$ cat src/rtl/writeback_queue.sv
// Write-back queue between the execute stage and the 16 x 8-bit register file.
// Optional forwarding of the youngest pending result when WBQ_FORWARD_EN is defined.
module writeback_queue #(
  parameter int DATA_W = 8,
  parameter int ADDR_W = 4,
  parameter int DEPTH  = 4
) (
  input  logic                       clk,
  input  logic                       Reset,
  input  logic                       ResultValid,
  output logic                       ResultReady,
  input  logic [DATA_W-1:0]          ResultData,
  input  logic [ADDR_W-1:0]          ResultDest,
  input  logic                       WriteStall,
  output logic                       RegFileWrite,
  output logic [DATA_W-1:0]          Datain,
  output logic [ADDR_W-1:0]          Destin,
  output logic [$clog2(DEPTH+1)-1:0] Count,
  output logic                       Empty,
  output logic                       Full,
  input  logic [ADDR_W-1:0]          QuerySrc1,
  input  logic [ADDR_W-1:0]          QuerySrc2,
  output logic                       Pending1,
  output logic                       Pending2,
  output logic [DATA_W-1:0]          Fwd1Data,
  output logic [DATA_W-1:0]          Fwd2Data
);

  localparam int PTR_W = $clog2(DEPTH);
  localparam int CNT_W = $clog2(DEPTH+1);

  logic [DATA_W-1:0] data_q [DEPTH];
  logic [DATA_W-1:0] data_d [DEPTH];
  logic [ADDR_W-1:0] dest_q [DEPTH];
  logic [ADDR_W-1:0] dest_d [DEPTH];
  logic [DEPTH-1:0]  valid_q, valid_d;
  logic [PTR_W-1:0]  wr_ptr_q, wr_ptr_d;
  logic [PTR_W-1:0]  rd_ptr_q, rd_ptr_d;
  logic [CNT_W-1:0]  count_q, count_d;

  logic push, pop, full, empty;
  logic [DEPTH-1:0] hit1, hit2;

  // Acceptance depends on registered occupancy only, so a full queue refuses
  // a push even in the cycle it pops.
  always_comb begin
    full  = (count_q == CNT_W'(DEPTH));
    empty = (count_q == '0);
    push  = ResultValid && !full;
    pop   = !empty && !WriteStall;
  end

  always_comb begin
    data_d   = data_q;
    dest_d   = dest_q;
    valid_d  = valid_q;
    wr_ptr_d = wr_ptr_q;
    rd_ptr_d = rd_ptr_q;
    count_d  = count_q;
    if (pop) begin
      valid_d[rd_ptr_q] = 1'b0;
      rd_ptr_d          = rd_ptr_q + PTR_W'(1);
    end
    if (push) begin
      data_d[wr_ptr_q]  = ResultData;
      dest_d[wr_ptr_q]  = ResultDest;
      valid_d[wr_ptr_q] = 1'b1;
      wr_ptr_d          = wr_ptr_q + PTR_W'(1);
    end
    case ({push, pop})
      2'b10:   count_d = count_q + CNT_W'(1);
      2'b01:   count_d = count_q - CNT_W'(1);
      default: count_d = count_q;
    endcase
  end

  // NOTE: sequential state is updated only with non-blocking assignments so
  // every flop samples the pre-edge values of its peers.
  always_ff @(posedge clk or negedge Reset) begin
    if (!Reset) begin
      valid_q  <= '0;
      wr_ptr_q <= '0;
      rd_ptr_q <= '0;
      count_q  <= '0;
    end else begin
      valid_q  <= valid_d;
      wr_ptr_q <= wr_ptr_d;
      rd_ptr_q <= rd_ptr_d;
      count_q  <= count_d;
    end
  end

  // NOTE: payload storage is deliberately not reset; every reader is qualified
  // by valid_q or by the empty flag, so stale contents are never observed.
  always_ff @(posedge clk) begin
    data_q <= data_d;
    dest_q <= dest_d;
  end

  always_comb begin
    ResultReady  = !full;
    RegFileWrite = pop;
    Count        = count_q;
    Empty        = empty;
    Full         = full;
    Datain       = empty ? '0 : data_q[rd_ptr_q];
    Destin       = empty ? '0 : dest_q[rd_ptr_q];
  end

  always_comb begin
    hit1 = '0;
    hit2 = '0;
    for (int i = 0; i < DEPTH; i++) begin
      hit1[i] = valid_q[i] && (dest_q[i] == QuerySrc1);
      hit2[i] = valid_q[i] && (dest_q[i] == QuerySrc2);
    end
    Pending1 = |hit1;
    Pending2 = |hit2;
  end

`ifdef WBQ_FORWARD_EN
  // Walk oldest to youngest so the last match (closest to the write pointer) wins.
  function automatic logic [DATA_W-1:0] youngest_match(input logic [DEPTH-1:0] hit);
    logic [DATA_W-1:0] val;
    logic [PTR_W-1:0]  idx;
    val = '0;
    for (int k = 0; k < DEPTH; k++) begin
      idx = rd_ptr_q + PTR_W'(k);
      if (hit[idx]) val = data_q[idx];
    end
    return val;
  endfunction

  always_comb begin
    Fwd1Data = youngest_match(hit1);
    Fwd2Data = youngest_match(hit2);
  end
`else
  always_comb begin
    Fwd1Data = '0;
    Fwd2Data = '0;
  end
`endif

endmodule

$ cat config.mk
export PLATFORM = sky130hd
export DESIGN_NAME = writeback_queue
export DESIGN_NICKNAME = d
export VERILOG_FILES = /design/src/rtl/writeback_queue.sv
export SDC_FILE = /design/constraint.sdc
export NUM_CORES = 1
export LEC_CHECK = 0
export ABC_AREA = 1
export CELL_PAD_IN_SITES_DETAIL_PLACEMENT = 1
export CELL_PAD_IN_SITES_GLOBAL_PLACEMENT = 1
export CORE_MARGIN = 4
export CORE_UTILIZATION = 42
export CTS_CLUSTER_DIAMETER = 120
export DETAILED_ROUTE_END_ITERATION = 12
export PLACE_DENSITY_LB_ADDON = 0.1
export SYNTH_ARGS = -nofsm -noshare
export SYNTH_HDL_FRONTEND = slang
export SYNTH_SLANG_ARGS = --single-unit
$ cat constraint.sdc
create_clock -name clk -period 4.6 [get_ports clk]
set_input_delay 0.92 -clock clk [delete_from_list [all_inputs] [get_ports clk]]
set_output_delay 0.92 -clock clk [all_outputs]
set_load 0.005 [all_outputs]
==> results.json <==
{
  "outcome": "finished clean",
  "share_seq_of_total_power": 0.354,
  "type_of_the_worst_setup_path": "in2out",
  "cts-buffers-inserted": 9,
  "worstMarginPinSlew_ns": 0.6416,
  "cts_tree": "done",
  "part_of_the_power_in_the_clock_network": 0.224,
  "power.density_nw_per_um2": 603.7,
  "finalSetupTns_ns": 0,
  "ys_ff_latch": 59,
  "route.vias.total": 2502,
  "die_w_um": 95.01,
  "dp.final_hpwl_um": 5828,
  "fin_area_um2": 3844,
  "cpPeakStageDelay_ns": 0.54,
  "switching_power_uw": 853.7,
  "top_level_ports": 61,
  "synth_seq_area_share": 0.5399,
  "max_freq_ghz": 0.2839,
  "rsz0062_at_grt": "false",
  "cts_max_path_buffers": 2,
  "critical_path_launch_point_type": "input port",
  "fin_crit_ns": 3.522,
  "antenna_cells": 0,
  "p_sw_frac": 0.3679,
  "grt_pass1_wl_um": 13250,
  "timing.max_slew.rel_slack": 0.5722,
  "number_of_clock_sinks_seen_by_cts": 59,
  "initial_utilization": 0.4360,
  "timing.critical_path.buf_inv": 4,
  "fillerInstances": 889,
  "arrival_ns": 2.60,
  "grt_max_degree": 28,
  "synthesis.yosys.warnings": 0,
  "dr.pass1.iters": 4,
  "fin_worst_hold_slack_ns": 0.5001,
  "route.detailed.vias_per_inst": 4.945,
  "worst_skew_late_latency_ns": 0.34,
  "leakage_uw": 0.001654,
  "cap_viol_max_count": 0,
  "final-seq-area_um2": 1717,
  "cts_post_setup_buffers_inserted": 0,
  "cts.hold.buffers_added": 0,
  "wl_per_cell_um": 16.08,
  "final_number_of_hold_violating_endpoints": 0,
  "detailed_place.area_um2": 3626,
  "h-tree-depth": 3,
  "via_count_of_the_first_global_routing_pass": 2644,
  "iteration_0_drc_markers": 109,
  "post-route-drc-count": 0,
  "multiInputGateArea_um2": 1144,
  "crit_path_frequent_cell": "nand2_1",
  "slowest_stage": "clkdlybuf4s50_1",
  "cts_resized": 0,
  "antenna_violations_before_repair": 0,
  "crit_required_ns": 3.68,
  "holdCritPathClass": "reg2reg",
  "path_max_fanout": 5,
  "power.combinational.fraction": 0.423,
  "setup_viol_count_final": 0,
  "netlist_area_um2": 3179,
  "overall_fraction_of_global_route_tracks_in_use": 0.1979,
  "layout.nets": 436,
  "gr-total-overflow": 0,
  "max-vdd-ir-drop_uv": 433.5,
  "final_core_util": 0.5271,
  "portBuffers": 44,
  "finalWirelength_um": 8139,
  "floorplan.core_area_um2": 7292,
  "critical_path.cell_chain": "clkdlybuf4s50_1 -> inv_1 -> nand2_1 -> nand2_1 -> nor2_1 -> nand3_1 -> nand2_1 -> inv_1 -> nand2_1 -> clkdlybuf4s50_1",
  "timing.clock.skew_ns": 0.01366,
  "synth_cells": 354,
  "crit_family": "buffers and inverters",
  "final_wtd_congestion": 0.9382,
  "intPower_uw": 1467,
  "layout_worst_path_cycle_share": 0.7656,
  "postRouteAntennaNets": 0,
  "die_h_um": 95.01,
  "clock_transition_at_path_regs_ns": 0.08,
  "clockRootBuffer": "clkbuf_8",
  "synth_area_per_cell_um2": 8.981,
  "report.final.slew_viol_count": 0,
  "rows": 31,
  "layout_cell_share_with_drive_strength_beyond_1": 0.06143,
  "worst_setup_path_end_kind": "output port",
  "die_area_um2": 9026,
  "flow.area_growth_from_synthesis_pct": 20.90,
  "synthDistinctLibCells": 22
}
final timing paths:
| path | start | to | slack (ns) | depth (start not counted) |
|---|---|---|---|---|
| worst max-delay path | QuerySrc1[0] | Pending1 | 1.08 | 10 |
| worst min-delay path | valid_q[3]$_DFF_PN0_ | valid_q[3]$_DFF_PN0_ | 0.50 | 2 |
| worst max register to register | Count[0]$_DFFE_PN0P_ | Count[2]$_DFFE_PN0P_ | 2.51 | 9 |
| worst min register to register | valid_q[3]$_DFF_PN0_ | valid_q[3]$_DFF_PN0_ | 0.50 | 2 |
| max in group asynchronous | Reset | valid_q[0]$_DFF_PN0_ | 3.26 | 1 |
| min in group asynchronous | Reset | rd_ptr_q[0]$_DFFE_PN0N_ | 0.95 | 1 |
metrics by stage:
step                setup slack [ns]  power [µW]  instances
floorplan                      2.220        1391        369
global placement               1.082        1784        490
detailed placement             1.059        1817        490
CTS                            1.053        2342        506
global route                  0.9466        2503        506
finish                         1.078        2321        506
per-layer routing:
layer  global-route usage  up-vias  wire [µm]
li1                     -     1204          -
met1               0.2506     1212       3627
met2               0.3235       70       3915
met3              0.05100       16        356
met4              0.07813        0        240
met5                    0        -          0
layout make-up:
cell class,count,area share
clock inverter,6,0.02344
timing repair buffer,49,0.1243
sequential,59,0.4466
clock buffer,10,0.03320
tap,99,0.03223
multi-input combinational,240,0.2975
inverter,43,0.04264
Yosys cell counts:
master    number  area (µm²)
a21oi_1       25       125.1
inv_1         40       150.1
buf_2          4       20.02
o211ai_1       5       37.54
conb_1         1       3.750
o21ai_1       20       100.1
ha_1           9       112.6
xnor2_1        5       43.79
nand2_1       80       300.3
buf_6          5       56.30
nand3_2        1       10.01
buf_4         18       135.1
xor2_1         3       26.28
nand3_1        9       45.04
edfxtp_1      48        1441
nand2_2        1       6.260
o21ai_0       10       50.05
dfrtp_1       11       275.3
inv_4          1       6.260
fa_1           1       20.02
inv_2          2       7.510
nor2_1        55       206.5
cell usage in the layout, fill, tap and decap left out, types with 9 or more instances in the layout:
cell	synthesis	layout
nand3_1	9	9
edfxtp_1	48	48
conb_1	1	16
ha_1	9	9
clkdlybuf4s50_1	0	44
o21ai_0	10	10
nand2_1	80	80
clkbuf_8	0	9
o21ai_1	20	20
a21oi_1	25	25
nor2_1	55	55
inv_1	40	40
dfrtp_1	11	11
power by group through the flow:
stage	logic, µW	clock network [µW]	registers (µW)
floorplan	600	0	791
CTS	994	526	822
detailed placement	985	0	832
global route	1100	563	837
finish	981	519	821
global placement	956	0	829
logic make-up (layout without fill, tap and decap cells):
| kind of cell | after synthesis | after routing | synth area share |
|---|---|---|---|
| AOI/OAI and AO/OA | 60 | 60 | 0.09839 |
| xor gates and xnor gates | 8 | 8 | 0.02204 |
| adders and majority gates | 10 | 10 | 0.04172 |
| buffers and inverters | 70 | 108 | 0.1181 |
| DFF | 59 | 59 | 0.5399 |
| other | 1 | 16 | 0.001180 |
| and+or+nand+nor | 146 | 146 | 0.1787 |
sequential cells by signal, indices dropped and copies added, names as in the netlist:
| register | flops |
|---|---|
| dest_q | 16 |
| wr_ptr_q | 2 |
| valid_q | 4 |
| Count | 3 |
| rd_ptr_q | 2 |
| data_q | 32 |
worst register-to-register path, cell delays in order, from the launching register on:
cell	delay, ns
dfrtp_1	0.41
inv_1	0.14
nand3_2	0.12
nand2_2	0.22
ha_1	0.19
inv_1	0.08
fa_1	0.39
a21oi_1	0.15
o21ai_0	0.12
xor2_1	0.15
No activity file was read; power rests on OpenSTA's default activity.
